==> config.mk <==
export PLATFORM = sky130hd
export DESIGN_NAME = net_interface_controller
export DESIGN_NICKNAME = d
export VERILOG_FILES = /design/src/rtl/net_if_pkg.sv /design/src/rtl/net_fifo.sv /design/src/rtl/net_interface_controller.sv
export SDC_FILE = /design/constraint.sdc
export NUM_CORES = 1
export LEC_CHECK = 0
export CORE_ASPECT_RATIO = 0.9
export CORE_MARGIN = 1
export CORE_UTILIZATION = 30
export CTS_CLUSTER_DIAMETER = 120
export DETAILED_ROUTE_END_ITERATION = 7
export RECOVER_POWER = 50
export SYNTH_ARGS = -nofsm -noshare
export SYNTH_HDL_FRONTEND = slang
export SYNTH_HIERARCHICAL = 1
export SYNTH_SLANG_ARGS = --single-unit
export TNS_END_PERCENT = 20
==> constraint.sdc <==
create_clock -name CLK -period 2.5 [get_ports CLK]
set_input_delay 0.5 -clock CLK [delete_from_list [all_inputs] [get_ports CLK]]
set_output_delay 0.5 -clock CLK [all_outputs]
set_load 0.05 [all_outputs]
==> src/rtl/net_if_pkg.sv <==
// Shared types and constants for the network interface controller.
package net_if_pkg;
  localparam int unsigned NET_DATA_W = 32;

  typedef enum logic [1:0] {
    ACC_IDLE,
    ACC_WAIT,
    ACC_TIMEOUT
  } acc_state_t;

  localparam logic [NET_DATA_W-1:0] NET_TIMEOUT_RDATA = 32'h0;
endpackage

==> src/rtl/net_fifo.sv <==
// First-word-fall-through FIFO; DEPTH must be a power of two so pointers wrap naturally.
module net_fifo #(
  parameter int unsigned WIDTH = 32,
  parameter int unsigned DEPTH = 4
) (
  input  logic                     clk,
  input  logic                     rst_n,
  input  logic                     push,
  input  logic [WIDTH-1:0]         wdata,
  input  logic                     pop,
  output logic [WIDTH-1:0]         rdata,
  output logic                     full,
  output logic                     empty,
  output logic [$clog2(DEPTH):0]   count
);
  localparam int unsigned AW = $clog2(DEPTH);

  logic [WIDTH-1:0] mem_q [DEPTH];
  logic [WIDTH-1:0] mem_d [DEPTH];
  logic [AW-1:0]    wr_ptr_q, wr_ptr_d;
  logic [AW-1:0]    rd_ptr_q, rd_ptr_d;
  logic [AW:0]      count_q, count_d;
  logic             push_ok, pop_ok;

  assign full    = (count_q == (AW+1)'(DEPTH));
  assign empty   = (count_q == '0);
  assign count   = count_q;
  assign rdata   = mem_q[rd_ptr_q];
  assign push_ok = push & ~full;
  assign pop_ok  = pop & ~empty;

  always_comb begin
    mem_d    = mem_q;
    wr_ptr_d = wr_ptr_q;
    rd_ptr_d = rd_ptr_q;
    count_d  = count_q;
    if (push_ok) begin
      mem_d[wr_ptr_q] = wdata;
      wr_ptr_d        = wr_ptr_q + AW'(1);
    end
    if (pop_ok) begin
      rd_ptr_d = rd_ptr_q + AW'(1);
    end
    unique case ({push_ok, pop_ok})
      2'b10:   count_d = count_q + (AW+1)'(1);
      2'b01:   count_d = count_q - (AW+1)'(1);
      default: count_d = count_q;
    endcase
  end

  always_ff @(posedge clk or negedge rst_n) begin
    if (!rst_n) begin
      mem_q    <= '{default: '0};
      wr_ptr_q <= '0;
      rd_ptr_q <= '0;
      count_q  <= '0;
    end else begin
      mem_q    <= mem_d;
      wr_ptr_q <= wr_ptr_d;
      rd_ptr_q <= rd_ptr_d;
      count_q  <= count_d;
    end
  end
endmodule

==> src/rtl/net_interface_controller.sv <==
// Sequences LWNET/SWNET MEM-stage accesses onto the router through TX/RX FIFOs,
// stalling the pipeline while blocked and forcing completion after a timeout.
module net_interface_controller
  import net_if_pkg::*;
#(
  parameter int unsigned TX_DEPTH       = 4,
  parameter int unsigned RX_DEPTH       = 4,
  parameter int unsigned DEST_W         = 8,
  parameter int unsigned TIMEOUT_CYCLES = 256
) (
  input  logic                        CLK,
  input  logic                        RESET,
  input  logic                        net_write,
  input  logic                        net_read,
  input  logic                        mem_hold_in,
  input  logic [NET_DATA_W-1:0]       net_write_data,
  input  logic [DEST_W-1:0]           net_dest,
  output logic [NET_DATA_W-1:0]       net_read_data,
  output logic                        net_stall,
  output logic                        net_timeout,
  input  logic                        timeout_clr,
  output logic                        tx_valid,
  input  logic                        tx_ready,
  output logic [NET_DATA_W-1:0]       tx_data,
  output logic [DEST_W-1:0]           tx_dest,
  input  logic                        rx_valid,
  output logic                        rx_ready,
  input  logic [NET_DATA_W-1:0]       rx_data,
  output logic [$clog2(TX_DEPTH):0]   tx_count,
  output logic [$clog2(RX_DEPTH):0]   rx_count
);
  localparam int unsigned TX_W  = NET_DATA_W + DEST_W;
  localparam int unsigned CNT_W = (TIMEOUT_CYCLES < 2) ? 1 : $clog2(TIMEOUT_CYCLES + 1);
  localparam logic [CNT_W-1:0] CNT_LIMIT = CNT_W'(TIMEOUT_CYCLES);

  acc_state_t       state_q, state_d;
  logic [CNT_W-1:0] cnt_q, cnt_d, cnt_next;
  logic             net_timeout_q, net_timeout_d;

  logic             req, can_complete, timeout_set;
  logic             tx_push, tx_pop, tx_full, tx_empty;
  logic             rx_push, rx_pop, rx_full, rx_empty;
  logic [TX_W-1:0]  tx_head;
  logic [NET_DATA_W-1:0] rx_head;

  net_fifo #(
    .WIDTH(TX_W),
    .DEPTH(TX_DEPTH)
  ) u_tx_fifo (
    .clk   (CLK),
    .rst_n (RESET),
    .push  (tx_push),
    .wdata ({net_dest, net_write_data}),
    .pop   (tx_pop),
    .rdata (tx_head),
    .full  (tx_full),
    .empty (tx_empty),
    .count (tx_count)
  );

  net_fifo #(
    .WIDTH(NET_DATA_W),
    .DEPTH(RX_DEPTH)
  ) u_rx_fifo (
    .clk   (CLK),
    .rst_n (RESET),
    .push  (rx_push),
    .wdata (rx_data),
    .pop   (rx_pop),
    .rdata (rx_head),
    .full  (rx_full),
    .empty (rx_empty),
    .count (rx_count)
  );

  assign tx_valid    = ~tx_empty;
  assign tx_pop      = tx_valid & tx_ready;
  assign tx_data     = tx_head[NET_DATA_W-1:0];
  assign tx_dest     = tx_head[TX_W-1:NET_DATA_W];
  assign rx_ready    = ~rx_full;
  assign rx_push     = rx_valid & rx_ready;
  assign net_timeout = net_timeout_q;

  assign req          = (net_write | net_read) & ~mem_hold_in;
  assign can_complete = net_write ? ~tx_full : ~rx_empty;

  always_comb begin
    state_d       = state_q;
    cnt_d         = cnt_q;
    cnt_next      = cnt_q;
    net_stall     = 1'b0;
    net_read_data = '0;
    tx_push       = 1'b0;
    rx_pop        = 1'b0;
    timeout_set   = 1'b0;
    unique case (state_q)
      ACC_IDLE, ACC_WAIT: begin
        if (!req) begin
          state_d = ACC_IDLE;
          cnt_d   = '0;
        end else if (can_complete) begin
          state_d = ACC_IDLE;
          cnt_d   = '0;
          if (net_write) begin
            tx_push = 1'b1;
          end else begin
            rx_pop        = 1'b1;
            net_read_data = rx_head;
          end
        end else begin
          net_stall = 1'b1;
          // Counter holds the number of stall cycles already spent, so the
          // forced completion lands right after the last permitted stall.
          if (state_q == ACC_IDLE) begin
            cnt_next = CNT_W'(1);
          end else if (TIMEOUT_CYCLES != 0) begin
            cnt_next = cnt_q + CNT_W'(1);
          end
          cnt_d   = cnt_next;
          state_d = ((TIMEOUT_CYCLES != 0) && (cnt_next == CNT_LIMIT)) ? ACC_TIMEOUT : ACC_WAIT;
        end
      end
      ACC_TIMEOUT: begin
        state_d       = ACC_IDLE;
        cnt_d         = '0;
        timeout_set   = 1'b1;
        net_read_data = NET_TIMEOUT_RDATA;
      end
      default: begin
        state_d = ACC_IDLE;
        cnt_d   = '0;
      end
    endcase
  end

  always_comb begin
    net_timeout_d = net_timeout_q;
    if (timeout_set) begin
      net_timeout_d = 1'b1;
    end else if (timeout_clr) begin
      net_timeout_d = 1'b0;
    end
  end

  always_ff @(posedge CLK or negedge RESET) begin
    if (!RESET) begin
      state_q       <= ACC_IDLE;
      cnt_q         <= '0;
      net_timeout_q <= 1'b0;
    end else begin
      state_q       <= state_d;
      cnt_q         <= cnt_d;
      net_timeout_q <= net_timeout_d;
    end
  end
endmodule

-- Word level (Yosys, flattened, before mapping)
Cells that the tools add are included.
- $add $sub $neg: 9
- $mul: 0
- div/mod/pow operators: 0
- $lt $le $gt $ge: 6
- equality and inequality tests: 9
- shift-type cells: 0
- multiplexer cells: 44
- bitwise operators: 17
- reduce and logical (&&, ||, !) cells: 9
- operators by type and width (kind ; number):
    $mux W32 ; 7
    $bwmux W160 ; 1
    $bwmux W128 ; 1
    $mux W40 ; 3
    $bmux W40 S2 ; 1
    $demux W40 S2 ; 1
    $bmux W32 S2 ; 1
    $demux W32 S2 ; 1
    $mux W9 ; 7
    $mux W1 ; 15
    $ge A3 B3 Y1 const B ; 4
    $not A2 Y3 ; 4
    $pmux W3 S2 ; 2
    $add A9 B1 Y9 const B ; 1
    $eq A9 B9 Y1 const B ; 1
    $add A2 B1 Y2 const B ; 4
    $mux W2 ; 4
    $and A1 B1 Y1 ; 7
    $add A3 B1 Y3 const B ; 2
    $eq A2 B1 Y1 const B ; 3
    $eq A2 B2 Y1 const B ; 3
    $eq A3 B3 Y1 const B ; 2
    $logic_not A3 Y1 ; 2
    $lt A3 B1 Y1 const B ; 2
    other kinds (7) ; 15
- flip-flop bits (word level): 314
- bits in latches: 0
- memory bits (writable): 0
- bits in read-only memories: 0
- bits of input ports: 80
- output and inout bits: 82
- word-level logic and storage cells: 111
- memories kept: 0

-- Longest topological paths before layout
- word-level depth: 11
- mapped depth: 11
- mapped depth without buffers: 10

-- Hierarchy
Netlist, hierarchy kept.
- by module, submodules not included (module ; instances ; cells an instance ; area an instance (um^2) ; seq. area each (um^2)):
    net_fifo at u_tx_fifo ; 1 ; 426 ; 7358.3 ; 4179.0
    net_fifo at u_rx_fifo ; 1 ; 348 ; 5963.2 ; 3378.2
    net_interface_controller ; 1 ; 109 ; 907.1 ; 300.3

-- Worst setup path before layout
Ideal clock, no wire load.
- path kind: reg-to-reg
- from: register u_rx_fifo.count_q[0], in the netlist u_rx_fifo/count[0]
- to: register u_rx_fifo.count_q[2], in the netlist u_rx_fifo/count[2]
- setup time: 0.082 ns
- arrival time: 2.797 ns
- data required time: 2.418 ns
- slack: -0.379 ns
- cell stages (with the launch flop): 12
- buffers on the path: 1
- period minus slack after synthesis: 2.879 ns
- cell sequence: dfrtp_1 nor3_1 nor4_2 clkbuf_1 and2_1 o31a_1 ha_1 inv_1 fa_1 xor2_1 nor2_1 xor2_1
- longest elaborated chain between the ends: 9
- elaborated cells between the ends (all ways): 17
- those cells by class: 2 x add/sub; 3 x eq/ne; 5 x mux; 5 x bitwise; 2 x reduce/logical
- RTL lines (what ; line ; RTL):
    start, declared ; net_fifo.sv:22 ; logic [AW:0] count_q, count_d;
    start signal, assigned ; net_fifo.sv:61 ; count_q <= count_d;
    $logic_not A3 Y1 (*) ; net_fifo.sv:26 ; assign empty = (count_q == '0);
    named net rx_empty ; net_interface_controller.sv:42 ; logic rx_push, rx_pop, rx_full, rx_empty;
    $not A1 Y1 (*) ; net_interface_controller.sv:85 ; assign can_complete = net_write ? ~tx_full : ~rx_empty;
    $mux W1 (*) ; net_interface_controller.sv:85 ;
    $mux W1 (*) ; net_interface_controller.sv:101 ; end else if (can_complete) begin
    $mux W1 (*) ; net_interface_controller.sv:98 ; if (!req) begin
    $mux W1 (*) ; net_interface_controller.sv:96 ; unique case (state_q)
    named net rx_pop ; net_interface_controller.sv:42 ;
    $and A1 B1 Y1 (*) ; net_fifo.sv:30 ; assign pop_ok = pop & ~empty;
    named net u_rx_fifo.pop_ok ; net_fifo.sv:23 ; logic push_ok, pop_ok;
    $eq A2 B1 Y1 / $eq A2 B2 Y1 (equally long branches) ; net_fifo.sv:44 ; unique case ({push_ok, pop_ok})
    $pmux W3 S2 / $reduce_bool A2 Y1 (equally long branches) ; - ;
Mark *: on every way through the listed nets, which the timed path passes. The rest lies on a longest branch.
A chain may end at the register's enable or synchronous reset.

-- Worst setup path after layout
- from: register u_rx_fifo.rd_ptr_q[0]
- to: output port net_read_data[27]
- longest elaborated chain between the ends: 8
- RTL lines (what ; line ; RTL):
    start, declared ; net_fifo.sv:21 ; logic [AW-1:0] rd_ptr_q, rd_ptr_d;
    start signal, assigned ; net_fifo.sv:60 ; rd_ptr_q <= rd_ptr_d;
    $not A2 Y3 (not written as such) ; net_fifo.sv:28 ; assign rdata = mem_q[rd_ptr_q];
    $bmux W32 S2 ; net_fifo.sv:28 ;
    $mux W32 (not written as such) (2 in series) ; net_fifo.sv:28 ;
    named net rx_head[27] ; net_interface_controller.sv:44 ; logic [NET_DATA_W-1:0] rx_head;
    $mux W32 ; net_interface_controller.sv:104 ; if (net_write) begin
    $mux W32 ; net_interface_controller.sv:101 ;
    $mux W32 ; net_interface_controller.sv:98 ;
    $mux W32 ; net_interface_controller.sv:96 ;
    end, declared ; net_interface_controller.sv:18 ; output logic [NET_DATA_W-1:0] net_read_data,
The timed path passes the listed nets, and every way through them passes these cells. The select of a mux whose other input is x is not followed.

==> impl_metrics.yaml <==
die:
  pin_count: 162
  start_util_pct: 30.4
  design.core.area_um2: 46700
  dieWidth_um: 232
  die_y_um: 209
  rows: 75
  dieArea_um2: 48300
clocking:
  cts_tree: "done"
  cts_sinks: 314
  htreeDepth: 2
  clkTransAtPathRegs_ns: 0.06
  clock_latency_ns: 0.54
  numCtsBuffers: 36
  root_buffer: "clkbuf_16"
  clk_path_buf_depth: 3
worst_setup_path:
  critPathCaptureType: "output port"
  crit_start: "u_rx_fifo/rd_ptr_q[0]"
  r2r_slack_ns: 0.04
  startpoint_type: "register"
  worstPathRequired_ns: 2.00
  crit_type: "register to output port"
  cp_max_fo: 8
  worstPathArrival_ns: 2.18
  rr_worst_depth: 10
  worstReg2RegEnd: "u_rx_fifo/count[2]"
  rr_startpoint: "u_rx_fifo/count[1]"
  crit_end: "net_read_data[27]"
yosys:
  yosys.area_share.adder_pct: 1.25
  syn_nets: 976
  synth_top_family_by_area: "multiplexers"
  yosys_warnings: 6
  synthMuxAreaShare_pct: 34.5
  synth-simple-area-share_pct: 3.71
  syn-cell-area_um2: 14200
  synth-seq-cells: 314
  postSynth.asyncResetShare_pct: 100
  synth_top_area_cell: "dfrtp_1"
  synth_cell_types: 38
  synth_cells: 883
  synthTopCellsByArea: "dfrtp_1 55%, mux2_2 23%, mux4_2 11%"
  synth.avg_cell_area_um2: 16.1
  ys_seq_area_share_pct: 55.2
  synthFlopType: "dfrtp_1"
  netlist.area_leader.share_pct: 55.2
  synth_compound_area_share_pct: 0.580
  synth_edf_count: 0
  synth_xor_area_share_pct: 1.29
cells_and_area:
  drive_gt1_share_pct: 54.3
  area_growth_pct: 33.5
  nFillCells: 4285
  antenna_cells: 0
  multi_input_area_um2: 6090
  seqCellArea_um2: 7870
  nets: 1196
sta:
  tightest_slew_ns: 1.43
  period_share_pct: 107
  finalHoldWorstSlack_ns: 0.499
  setup-tns-final_ns: -5.15
  fmax_mhz: 374
  rsz0062_at_grt: "yes"
  min_period_ns: 2.68
  setup_viol: 64
  finalHoldViolations: 0
  fin_ws_ns: -0.175
  drv_slew: 0
  fin_worst_skew_ns: 0.0175
  slew_headroom_pct: 4.49
hold_path:
  worstHoldPathType: "register to register"
route:
  drc: 0
  vias_per_cell: 4.67
  drtPass1Iterations: 4
  ant_nets: 0
  drt_iter0_markers: 343
  drt-total-wl_um: 32600
  vias: 8165
  wl_per_cell_um: 18.7
global_route:
  grt_usage_pct: 14.0
  first_global_vias: 9039
  met2_usage_pct: 22.6
  grt_pass1_wl_um: 52600
  use_met3_pct: 3.02
  antenna_found_initial: 3
  gr-total-overflow: 0
  grtUsageMet1_pct: 18.7
  grt-busiest-layer: "met2"
  grt_max_degree: 66
placement:
  dp.final_hpwl_um: 21200
  gp_congestion: 0.690
  pre_cts_ws_ns: -0.246
  port_buffers: 161
power_and_ir_drop:
  p_leak_nw: 7.85
  max-vdd-ir-drop_uv: 628
  pwr_density_cell_nw_per_um2: 1460
  power_mw: 27.8
outcome:
  status: "complete, but fails checks"
  violations: "negative setup slack"
job:
  maxCapViolCount: 0
## cells in the final DEF (no fill, tap or decap), drive strengths merged, types with 2 or more instances in the layout
master / n
clkdlybuf4s50: 84
mux2: 290
o21ai: 2
mux2i: 2
nor3: 3
nand2b: 3
o31a: 2
nor4b: 2
inv: 17
buf: 134
nor2: 17
xor2: 12
nand2: 13
ha: 11
fa: 2
clkinv: 6
nand4: 3
bufinv: 3
xnor2: 9
dlygate4sd2: 3
clkbuf: 68
nand3: 3
and2: 3
nor3b: 2
nor2b: 3
mux4: 72
dfrtp: 314
and3: 35
## cell type report
cell class                 count  area share, %
clock buffer                  55           5.65
timing repair buffer         236           15.8
inverter                      15          0.296
clock inverter                11          0.744
multi-input combinational    500           32.1
sequential                   314           41.4
tap                          616           4.06
## per-layer routing
layer / vias to the layer above / routed length [um] / share of wire [%]
met4: 6 / 749 / 2.3
met5: - / 48 / 0.15
met3: 57 / 1340 / 4.1
met2: 135 / 15700 / 48
met1: 4268 / 14800 / 45
li1: 3699 / - / -
## worst min path at each step
stage | from | end | depth (start not counted)
2_1_floorplan | RESET | cnt_q[0] | 0
3_3_place_gp | RESET | u_tx_fifo/mem_q[155] | 1
3_5_place_dp | RESET | u_tx_fifo/mem_q[155] | 1
4_1_cts | RESET | u_tx_fifo/mem_q[140] | 2
5_1_grt | cnt_q[0] | cnt_q[0] | 1
6_report | u_rx_fifo/mem_q[20] | u_rx_fifo/mem_q[20] | 1
## kinds of logic after synthesis
logic type | after synthesis
multiplexers | 364
flip-flops | 314
AND/OR/NAND/NOR | 91
buffers and inverters | 69
XOR/XNOR | 21
adder cells (fa/ha/maj) | 13
AO/OA/AOI/OAI | 11
## cells in the mapped netlist (2+ instances only)
master	n
dfrtp_1	314
mux2_2	290
mux4_2	72
and3_1	35
buf_6	29
nor2_1	17
inv_1	15
nand2_1	13
buf_2	12
xor2_1	12
ha_1	11
clkbuf_1	10
xnor2_1	9
buf_1	3
nand2b_1	3
nand3_1	3
nand4_1	3
nor2b_1	3
nor3_1	3
and2_1	2
fa_1	2
mux2i_1	2
nor3b_4	2
nor4b_1	2
o21ai_0	2
o31a_1	2
## stage by stage
stage                     cells  area, um2  util (%)
after global routing       1747      19000      40.7
final                      1747      19000      40.7
after detailed placement   1671      17400      37.3
after CTS                  1741      18900      40.5
after global placement     1671      17400      37.3
after floorplan             883      14200         -
## where the power goes
group          total (mW)  internal (mW)  switching [mW]
combinational        13.4           7.11            6.33
clock                5.37           3.28            2.09
sequential           8.97           7.61            1.36
## worst max-delay path: stages, from the launching register on
cell and delay, ns:
dfrtp_4 0.55, buf_12 0.18, mux4_2 0.56, and3_4 0.21, buf_12 0.14
## state kept, by name, indices dropped and copies added (netlist names)
signal,cells
u_rx_fifo/mem_q,128
net_timeout,1
state_q,2
u_rx_fifo/rd_ptr_q,2
u_rx_fifo/count,3
u_tx_fifo/count,3
u_tx_fifo/rd_ptr_q,2
u_tx_fifo/wr_ptr_q,2
cnt_q,9
u_tx_fifo/mem_q,160
u_rx_fifo/wr_ptr_q,2
## repair_timing
action | 4_1_cts | 5_1_grt
setup endpoints to repair | 70 | 69
gates cloned | 2 | 2
endpoints found under the hold margin | 42 | 0
gates resized for setup | 51 | 13
buffers inserted | 2 | 4
hold buffers | 1 | 0
pin swaps | 3 | 0
(Power assumes the default switching activity.)
